## src/rtl/riscv_ctrl_pkg.sv

```systemverilog
// Shared encodings for the multicycle RISC-V controller: FSM states, opcodes and mux selects.
// The JAL state exists only when RISCV_CTRL_JAL_EN is defined.
package riscv_ctrl_pkg;

    typedef enum logic [3:0] {
        S_FETCH,
        S_DECODE,
        S_MEMADR,
        S_MEMREAD,
        S_MEMWB,
        S_MEMWRITE,
        S_EXECUTER,
        S_ALUWB,
        S_EXECUTEI,
`ifdef RISCV_CTRL_JAL_EN
        S_JAL,
`endif
        S_BEQ
    } state_e;

    localparam logic [6:0] OP_LW  = 7'b0000011;
    localparam logic [6:0] OP_SW  = 7'b0100011;
    localparam logic [6:0] OP_R   = 7'b0110011;
    localparam logic [6:0] OP_I   = 7'b0010011;
    localparam logic [6:0] OP_BEQ = 7'b1100011;
    localparam logic [6:0] OP_JAL = 7'b1101111;

    typedef enum logic [1:0] {
        ALU_OP_ADD   = 2'b00,
        ALU_OP_SUB   = 2'b01,
        ALU_OP_FUNCT = 2'b10
    } alu_op_e;

    localparam logic [2:0] ALU_ADD = 3'b000;
    localparam logic [2:0] ALU_SUB = 3'b001;
    localparam logic [2:0] ALU_AND = 3'b010;
    localparam logic [2:0] ALU_OR  = 3'b011;
    localparam logic [2:0] ALU_SLT = 3'b101;

    localparam logic [1:0] RES_ALUOUT = 2'b00;
    localparam logic [1:0] RES_DATA   = 2'b01;
    localparam logic [1:0] RES_ALU    = 2'b10;

    localparam logic [1:0] SRCA_PC    = 2'b00;
    localparam logic [1:0] SRCA_OLDPC = 2'b01;
    localparam logic [1:0] SRCA_RS1   = 2'b10;

    localparam logic [1:0] SRCB_RS2   = 2'b00;
    localparam logic [1:0] SRCB_IMM   = 2'b01;
    localparam logic [1:0] SRCB_FOUR  = 2'b10;

    localparam logic [1:0] IMM_I = 2'b00;
    localparam logic [1:0] IMM_S = 2'b01;
    localparam logic [1:0] IMM_B = 2'b10;
    localparam logic [1:0] IMM_J = 2'b11;

endpackage

```

## src/rtl/riscv_alu_decoder.sv

```systemverilog
// Combinational ALU decoder: maps the FSM's alu_op plus funct3/funct7 bits to an ALU operation.
module riscv_alu_decoder
    import riscv_ctrl_pkg::*;
(
    input  alu_op_e     alu_op,
    input  logic [2:0]  funct3,
    input  logic        op_b5,
    input  logic        funct7b5,
    output logic [2:0]  alu_control
);

    always_comb begin
        alu_control = ALU_ADD;
        case (alu_op)
            ALU_OP_ADD: alu_control = ALU_ADD;
            ALU_OP_SUB: alu_control = ALU_SUB;
            ALU_OP_FUNCT: begin
                case (funct3)
                    // funct7b5 only means sub for R-type; addi with imm[10]=1 stays add
                    3'b000:  alu_control = (op_b5 & funct7b5) ? ALU_SUB : ALU_ADD;
                    3'b010:  alu_control = ALU_SLT;
                    3'b110:  alu_control = ALU_OR;
                    3'b111:  alu_control = ALU_AND;
                    default: alu_control = ALU_ADD;
                endcase
            end
            default: alu_control = ALU_ADD;
        endcase
    end

endmodule

```

## src/rtl/riscv_multicycle_ctrl.sv

```systemverilog
// Multicycle RISC-V control FSM (lw, sw, R, I, beq; jal when RISCV_CTRL_JAL_EN is defined).
// Write enables and status pulses are held low while s_rst is asserted.
module riscv_multicycle_ctrl
    import riscv_ctrl_pkg::*;
(
    input  logic        clk,
    input  logic        s_rst,
    input  logic [6:0]  op,
    input  logic [2:0]  funct3,
    input  logic        funct7b5,
    input  logic        zero,
    output logic        pc_write,
    output logic        ir_write,
    output logic        reg_write,
    output logic        mem_write,
    output logic        adr_src,
    output logic [1:0]  result_src,
    output logic [1:0]  alu_src_a,
    output logic [1:0]  alu_src_b,
    output logic [1:0]  imm_src,
    output logic [2:0]  alu_control,
    output logic        instr_retired,
    output logic        illegal_instr
);

    state_e  state_q, state_d;
    alu_op_e alu_op;
    logic    pc_update, branch;
    logic    ir_write_raw, reg_write_raw, mem_write_raw;
    logic    retired_raw, illegal_raw;

    always_ff @(posedge clk) begin
        if (s_rst) state_q <= S_FETCH;
        else       state_q <= state_d;
    end

    always_comb begin
        state_d       = state_q;
        alu_op        = ALU_OP_ADD;
        pc_update     = 1'b0;
        branch        = 1'b0;
        ir_write_raw  = 1'b0;
        reg_write_raw = 1'b0;
        mem_write_raw = 1'b0;
        retired_raw   = 1'b0;
        illegal_raw   = 1'b0;
        adr_src       = 1'b0;
        result_src    = RES_ALUOUT;
        alu_src_a     = SRCA_PC;
        alu_src_b     = SRCB_RS2;
        case (state_q)
            S_FETCH: begin
                ir_write_raw = 1'b1;
                alu_src_b    = SRCB_FOUR;
                result_src   = RES_ALU;
                pc_update    = 1'b1;
                state_d      = S_DECODE;
            end
            S_DECODE: begin
                alu_src_a = SRCA_OLDPC;
                alu_src_b = SRCB_IMM;
                case (op)
                    OP_LW, OP_SW: state_d = S_MEMADR;
                    OP_R:         state_d = S_EXECUTER;
                    OP_I:         state_d = S_EXECUTEI;
                    OP_BEQ:       state_d = S_BEQ;
`ifdef RISCV_CTRL_JAL_EN
                    OP_JAL:       state_d = S_JAL;
`endif
                    default: begin
                        illegal_raw = 1'b1;
                        state_d     = S_FETCH;
                    end
                endcase
            end
            S_MEMADR: begin
                alu_src_a = SRCA_RS1;
                alu_src_b = SRCB_IMM;
                state_d   = (op == OP_LW) ? S_MEMREAD : S_MEMWRITE;
            end
            S_MEMREAD: begin
                adr_src = 1'b1;
                state_d = S_MEMWB;
            end
            S_MEMWB: begin
                result_src    = RES_DATA;
                reg_write_raw = 1'b1;
                retired_raw   = 1'b1;
                state_d       = S_FETCH;
            end
            S_MEMWRITE: begin
                adr_src       = 1'b1;
                mem_write_raw = 1'b1;
                retired_raw   = 1'b1;
                state_d       = S_FETCH;
            end
            S_EXECUTER: begin
                alu_src_a = SRCA_RS1;
                alu_op    = ALU_OP_FUNCT;
                state_d   = S_ALUWB;
            end
            S_EXECUTEI: begin
                alu_src_a = SRCA_RS1;
                alu_src_b = SRCB_IMM;
                alu_op    = ALU_OP_FUNCT;
                state_d   = S_ALUWB;
            end
            S_ALUWB: begin
                reg_write_raw = 1'b1;
                retired_raw   = 1'b1;
                state_d       = S_FETCH;
            end
`ifdef RISCV_CTRL_JAL_EN
            S_JAL: begin
                alu_src_a   = SRCA_OLDPC;
                alu_src_b   = SRCB_FOUR;
                pc_update   = 1'b1;
                retired_raw = 1'b1;
                state_d     = S_FETCH;
            end
`endif
            S_BEQ: begin
                alu_src_a   = SRCA_RS1;
                alu_op      = ALU_OP_SUB;
                branch      = 1'b1;
                retired_raw = 1'b1;
                state_d     = S_FETCH;
            end
            default: state_d = S_FETCH;
        endcase
    end

    always_comb begin
        case (op)
            OP_LW, OP_I: imm_src = IMM_I;
            OP_SW:       imm_src = IMM_S;
            OP_BEQ:      imm_src = IMM_B;
`ifdef RISCV_CTRL_JAL_EN
            OP_JAL:      imm_src = IMM_J;
`endif
            default:     imm_src = IMM_I;
        endcase
    end

    always_comb begin
        pc_write      = ~s_rst & (pc_update | (branch & zero));
        ir_write      = ~s_rst & ir_write_raw;
        reg_write     = ~s_rst & reg_write_raw;
        mem_write     = ~s_rst & mem_write_raw;
        instr_retired = ~s_rst & retired_raw;
        illegal_instr = ~s_rst & illegal_raw;
    end

    riscv_alu_decoder u_alu_decoder (
        .alu_op      (alu_op),
        .funct3      (funct3),
        .op_b5       (op[5]),
        .funct7b5    (funct7b5),
        .alu_control (alu_control)
    );

endmodule

```

## config.mk

```make
export PLATFORM = sky130hd
export DESIGN_NAME = riscv_multicycle_ctrl
export DESIGN_NICKNAME = d
export VERILOG_FILES = /design/src/rtl/riscv_ctrl_pkg.sv /design/src/rtl/riscv_alu_decoder.sv /design/src/rtl/riscv_multicycle_ctrl.sv
export SDC_FILE = /design/constraint.sdc
export NUM_CORES = 1
export LEC_CHECK = 0
export ABC_CLOCK_PERIOD_IN_PS = 2000
export CORE_MARGIN = 1.5
export CORE_UTILIZATION = 33
export CTS_BUF_LIST = sky130_fd_sc_hd__clkbuf_4 sky130_fd_sc_hd__clkbuf_8
export CTS_CLUSTER_DIAMETER = 100
export DETAILED_ROUTE_END_ITERATION = 6
export PLACE_DENSITY = 0.79
export SYNTH_ARGS = -nofsm -noshare
export SYNTH_HDL_FRONTEND = slang
export SYNTH_SLANG_ARGS = --single-unit
```

## constraint.sdc

```tcl
create_clock -name clk -period 2 [get_ports clk]
set_clock_uncertainty 0.2 [all_clocks]
set_input_delay 0.4 -clock clk [delete_from_list [all_inputs] [get_ports clk]]
set_output_delay 0.4 -clock clk [all_outputs]
set_load 0.05 [all_outputs]
```

==> flow_summary.ini, run 1 <==
[outcome]
status = did not finish
failed_stage = clock tree synthesis (4_1_cts)
firstError = [ERROR DPL-0038] Utilization greater than 100%, impossible to legalize

[placement]
globalplace.congestion = 0.786
dp_hpwl_um = 2130
place_ws_ps = -323
io_buffers = 31

[yosys]
syn-instance-count = 72
synth_warnings = 0
synth_top_area_share_pct = 15.6
yosys.area.top_type = dfxtp_1
netlist_area_um2 = 512
synth-seq-cells = 4
syn_avg_cell_area_um2 = 7.11
syn_nets = 88
synth_seq_area_share_pct = 15.6
ys_top_cells_by_area = dfxtp_1 (16%), nand2b_1 (7.3%), nor2_1 (5.1%)
synth.distinct_cells = 34

[clock_tree]
cts_made_buffers = 3
cts_resized = 47
root_buffer = clkbuf_4
post_cts_buffers = 9
cts_hold_buffers = 0
clockBufferDepth = 2
h-tree-depth = 1
cts_sinks = 4

[die]
die_h_um = 42.4
start_util_pct = 34.8
die_w_um = 42.4
ios = 32
num_rows = 14
-- kinds of logic after synthesis --
family	count (synthesis)	synth area share [%]
multiplexers	1	2.20
XOR/XNOR	2	3.42
adder cells (fa/ha/maj)	2	4.89
flip-flops	4	15.6
buffers and inverters	9	8.56
AO/OA/AOI/OAI	16	21.5
AND/OR/NAND/NOR	38	43.8
-- per-stage QoR --
stage / instances / hold WS, ps / area (um^2)
after floorplan: 72 / 275 / 653
after global placement: 143 / 390 / 1340
after detailed placement: 143 / 406 / 1340
-- synth_stat cells, drive strengths merged --
master   instances
a21oi            5
xor2             1
clkbuf           1
a31oi            1
xnor2            1
nand2            3
o21ai            4
a31o             1
nor2b            3
or4              1
nor3b            2
nor3             5
dfxtp            4
ha               2
inv              5
nand2b           6
nand4bb          1
a21o             1
a41oi            1
and2             1
nor4             4
o21a             1
or3b             1
o22ai            1
nor4b            1
mux2             1
nand3            1
buf              3
nor2             7
o311ai           1
nand4            2
==> inputs of run 2 (changes only) <==
Settings changed: ABC_CLOCK_PERIOD_IN_PS 2000 to 2600, CORE_AREA set to 2 2 63 65, CORE_MARGIN 1.5 to not set, CORE_UTILIZATION 33 to not set, CTS_BUF_LIST sky130_fd_sc_hd__clkbuf_4 sky130_fd_sc_hd__clkbuf_8 to not set, CTS_CLUSTER_DIAMETER 100 to not set, DIE_AREA set to 0 0 65 67, PLACE_DENSITY 0.79 to not set, PLACE_DENSITY_LB_ADDON set to 0.15.
Clock period 2 ns to 2.6 ns, I/O delays scaled along.
==> flow_summary.ini, run 2 <==
[critical_path]
cp_top_family = simple AND/OR/NAND/NOR gates
critical_path_class = flop to primary output
path_max_fanout = 4
cp.required_ps = 1880
cp.arrival_ps = 1840
reg2reg_depth = 4
worstPathCellList = or3b_1 -> a21o_1 -> buf_4 -> ha_1 -> a31oi_1 -> nor2_2 -> buf_12
path_buf_inv = 2
max_stage_delay_ps = 390
slowest_stage = or3b_1
critical_path.startpoint = state_q[1]
path_depth = 7
start_kind = flop
end_kind = primary output
r2r_start = state_q[0]

[outcome]
status = completed

[yosys]
synth-edff-count = 0
async_reset_ff_share_pct = 0
synth_most_common_cell = nor2_1
ys.flop_type = dfxtp_1
synth.distinct_cells = 34
synth_warnings = 0
syn_avg_cell_area_um2 = 7.11
yosys.area.top_type = dfxtp_1
netlist_area_um2 = 512
ys_top_cells_by_area = dfxtp_1 (16%), nand2b_1 (7.3%), nor2_1 (5.1%)
synthTopCellsByCount = nor2_1 (7), nand2b_1 (6), inv_1 (5), nor3_1 (5)
synth-seq-cells = 4
synth_top_area_share_pct = 15.6
syn-instance-count = 72
syn_nets = 88
synth_seq_area_share_pct = 15.6

[clock_tree]
cts_tree = built
h-tree-depth = 1
cts_made_buffers = 3
clkLatencyLatePin_ps = 210
root_buffer = clkbuf_8
path_clk_slew_ps = 30
clockBufferDepth = 2
cts_sinks = 4

[sta]
worst_pin_slew_ps = 422
finalSetupViolCount = 0
post-route-period-util_pct = 98.3
hold_viol = 0
holdWs_ps = 414
slew_headroom_pct = 71.5
clock.fmax_mhz = 391
maxSlewViolCount = 0
rsz0062_at_grt = true
finalWorstSetupSlack_ps = 43.5
post-route-min-period_ps = 2560

[hold_path]
holdCritStartpoint = state_q[1]
hold_path_depth = 2
hp-class = flop to flop

[die]
core-area_um2 = 3610
ios = 32
die_w_um = 65
start_util_pct = 14.2
die_h_um = 67
dieArea_um2 = 4360
num_rows = 22

[placement]
io_buffers = 31
place_ws_ps = 103
postPlaceCellArea_um2 = 1100
globalplace.congestion = 0.715
dp_hpwl_um = 1530

[job]
cap_violations = 0

[routing]
num_vias = 687
vias_per_cell = 4.29
drt_iter0_markers = 11
wire_per_inst_um = 11.3
drc = 0
drtPass1Iterations = 4
wirelength_um = 1810
ant_nets = 0

[grt]
grt_max_degree = 13
first_global_vias = 738
grt_overflow = 0
grt_pass1_wl_um = 3060
track_usage_pct = 8.82
grt_antenna_before_repair = 0

[finish]
final_common_cell = buf_4
antenna_cells = 0
nNetsFinal = 130
largest_reg_flops = 4
final_cell_mix = buf_4 (15), clkdlybuf4s50_1 (13), buf_12 (13)
top_regs = state_q: 4 flops
fillCellCount = 386
area_delta_synth_final_pct = 129
largest-register = state_q
final_area_um2 = 1170
drive_gt1_share_pct = 43.8

[power_and_ir_drop]
leakage_nw = 0.452
power_density_nw_per_um2 = 266
ir_drop_mv = 0.135
[run 2: cells by family after synthesis]
kind of cell	count (synthesis)	share of synthesized area [%]
flip-flops	4	15.6
adder cells (fa/ha/maj)	2	4.89
AO/OA/AOI/OAI	16	21.5
XOR/XNOR	2	3.42
AND/OR/NAND/NOR	38	43.8
buffers and inverters	9	8.56
multiplexers	1	2.20
[run 2: metal layers]
metal / track usage, % / vias up / share of wire [%]
met5: 0 / - / 0
met2: 16.8 / 25 / 50
li1: - / 342 / -
met1: 9.15 / 318 / 42
met4: 3.99 / 0 / 1.1
met3: 2.03 / 2 / 6.9
[run 2: metrics by stage]
step,power [W],std cells,util (%),TNS (ps)
after floorplan,0.000123,72,-,-493
after global placement,0.000187,157,30.5,0
after detailed placement,0.000187,157,30.5,0
after CTS,0.000317,160,32.5,0
after global routing,0.000327,160,32.5,-35.8
final,0.000312,160,32.5,0
[run 2: area by class of cell]
class                   count  area, um^2  share of cell area (%)
flip-flops and latches      4        83.8                    7.15
inverters                   5        18.8                    1.60
well taps                  48        60.1                    5.12
clock buffers               3        41.3                    3.52
multi-input cells          59         465                    39.7
repair buffers             41         503                    42.9
[run 2: where the power goes]
part	switching (W)	internal [W]	total [W]
registers	0.000000763	0.0000633	0.0000641
clock network	0.0000269	0.0000982	0.000125
logic	0.0000654	0.0000570	0.000122
[run 2: worst min-delay path: stages, from the launching register on]
cell      delay [ps]
dfxtp_2          320
o311ai_0         110
a41oi_2          130
[run 2: path summary, 6_finish.rpt]
path / end / slack [ps]
hold / removal: state_q[2] / 410
setup reg to reg: state_q[2] / 890
setup / recovery: alu_control[0] / 40
hold reg to reg: state_q[2] / 410
[run 2: what timing repair did]
action / 4_1_cts / 5_1_grt
resized for setup: 8 / 1
setup buffers: 0 / 0
endpoints found under the hold margin: 0 / 0
pin swaps: 4 / 1
hold buffers: 0 / 0
endpoints found under the setup margin: 2 / 2
Power figures use the tool's default switching activity.
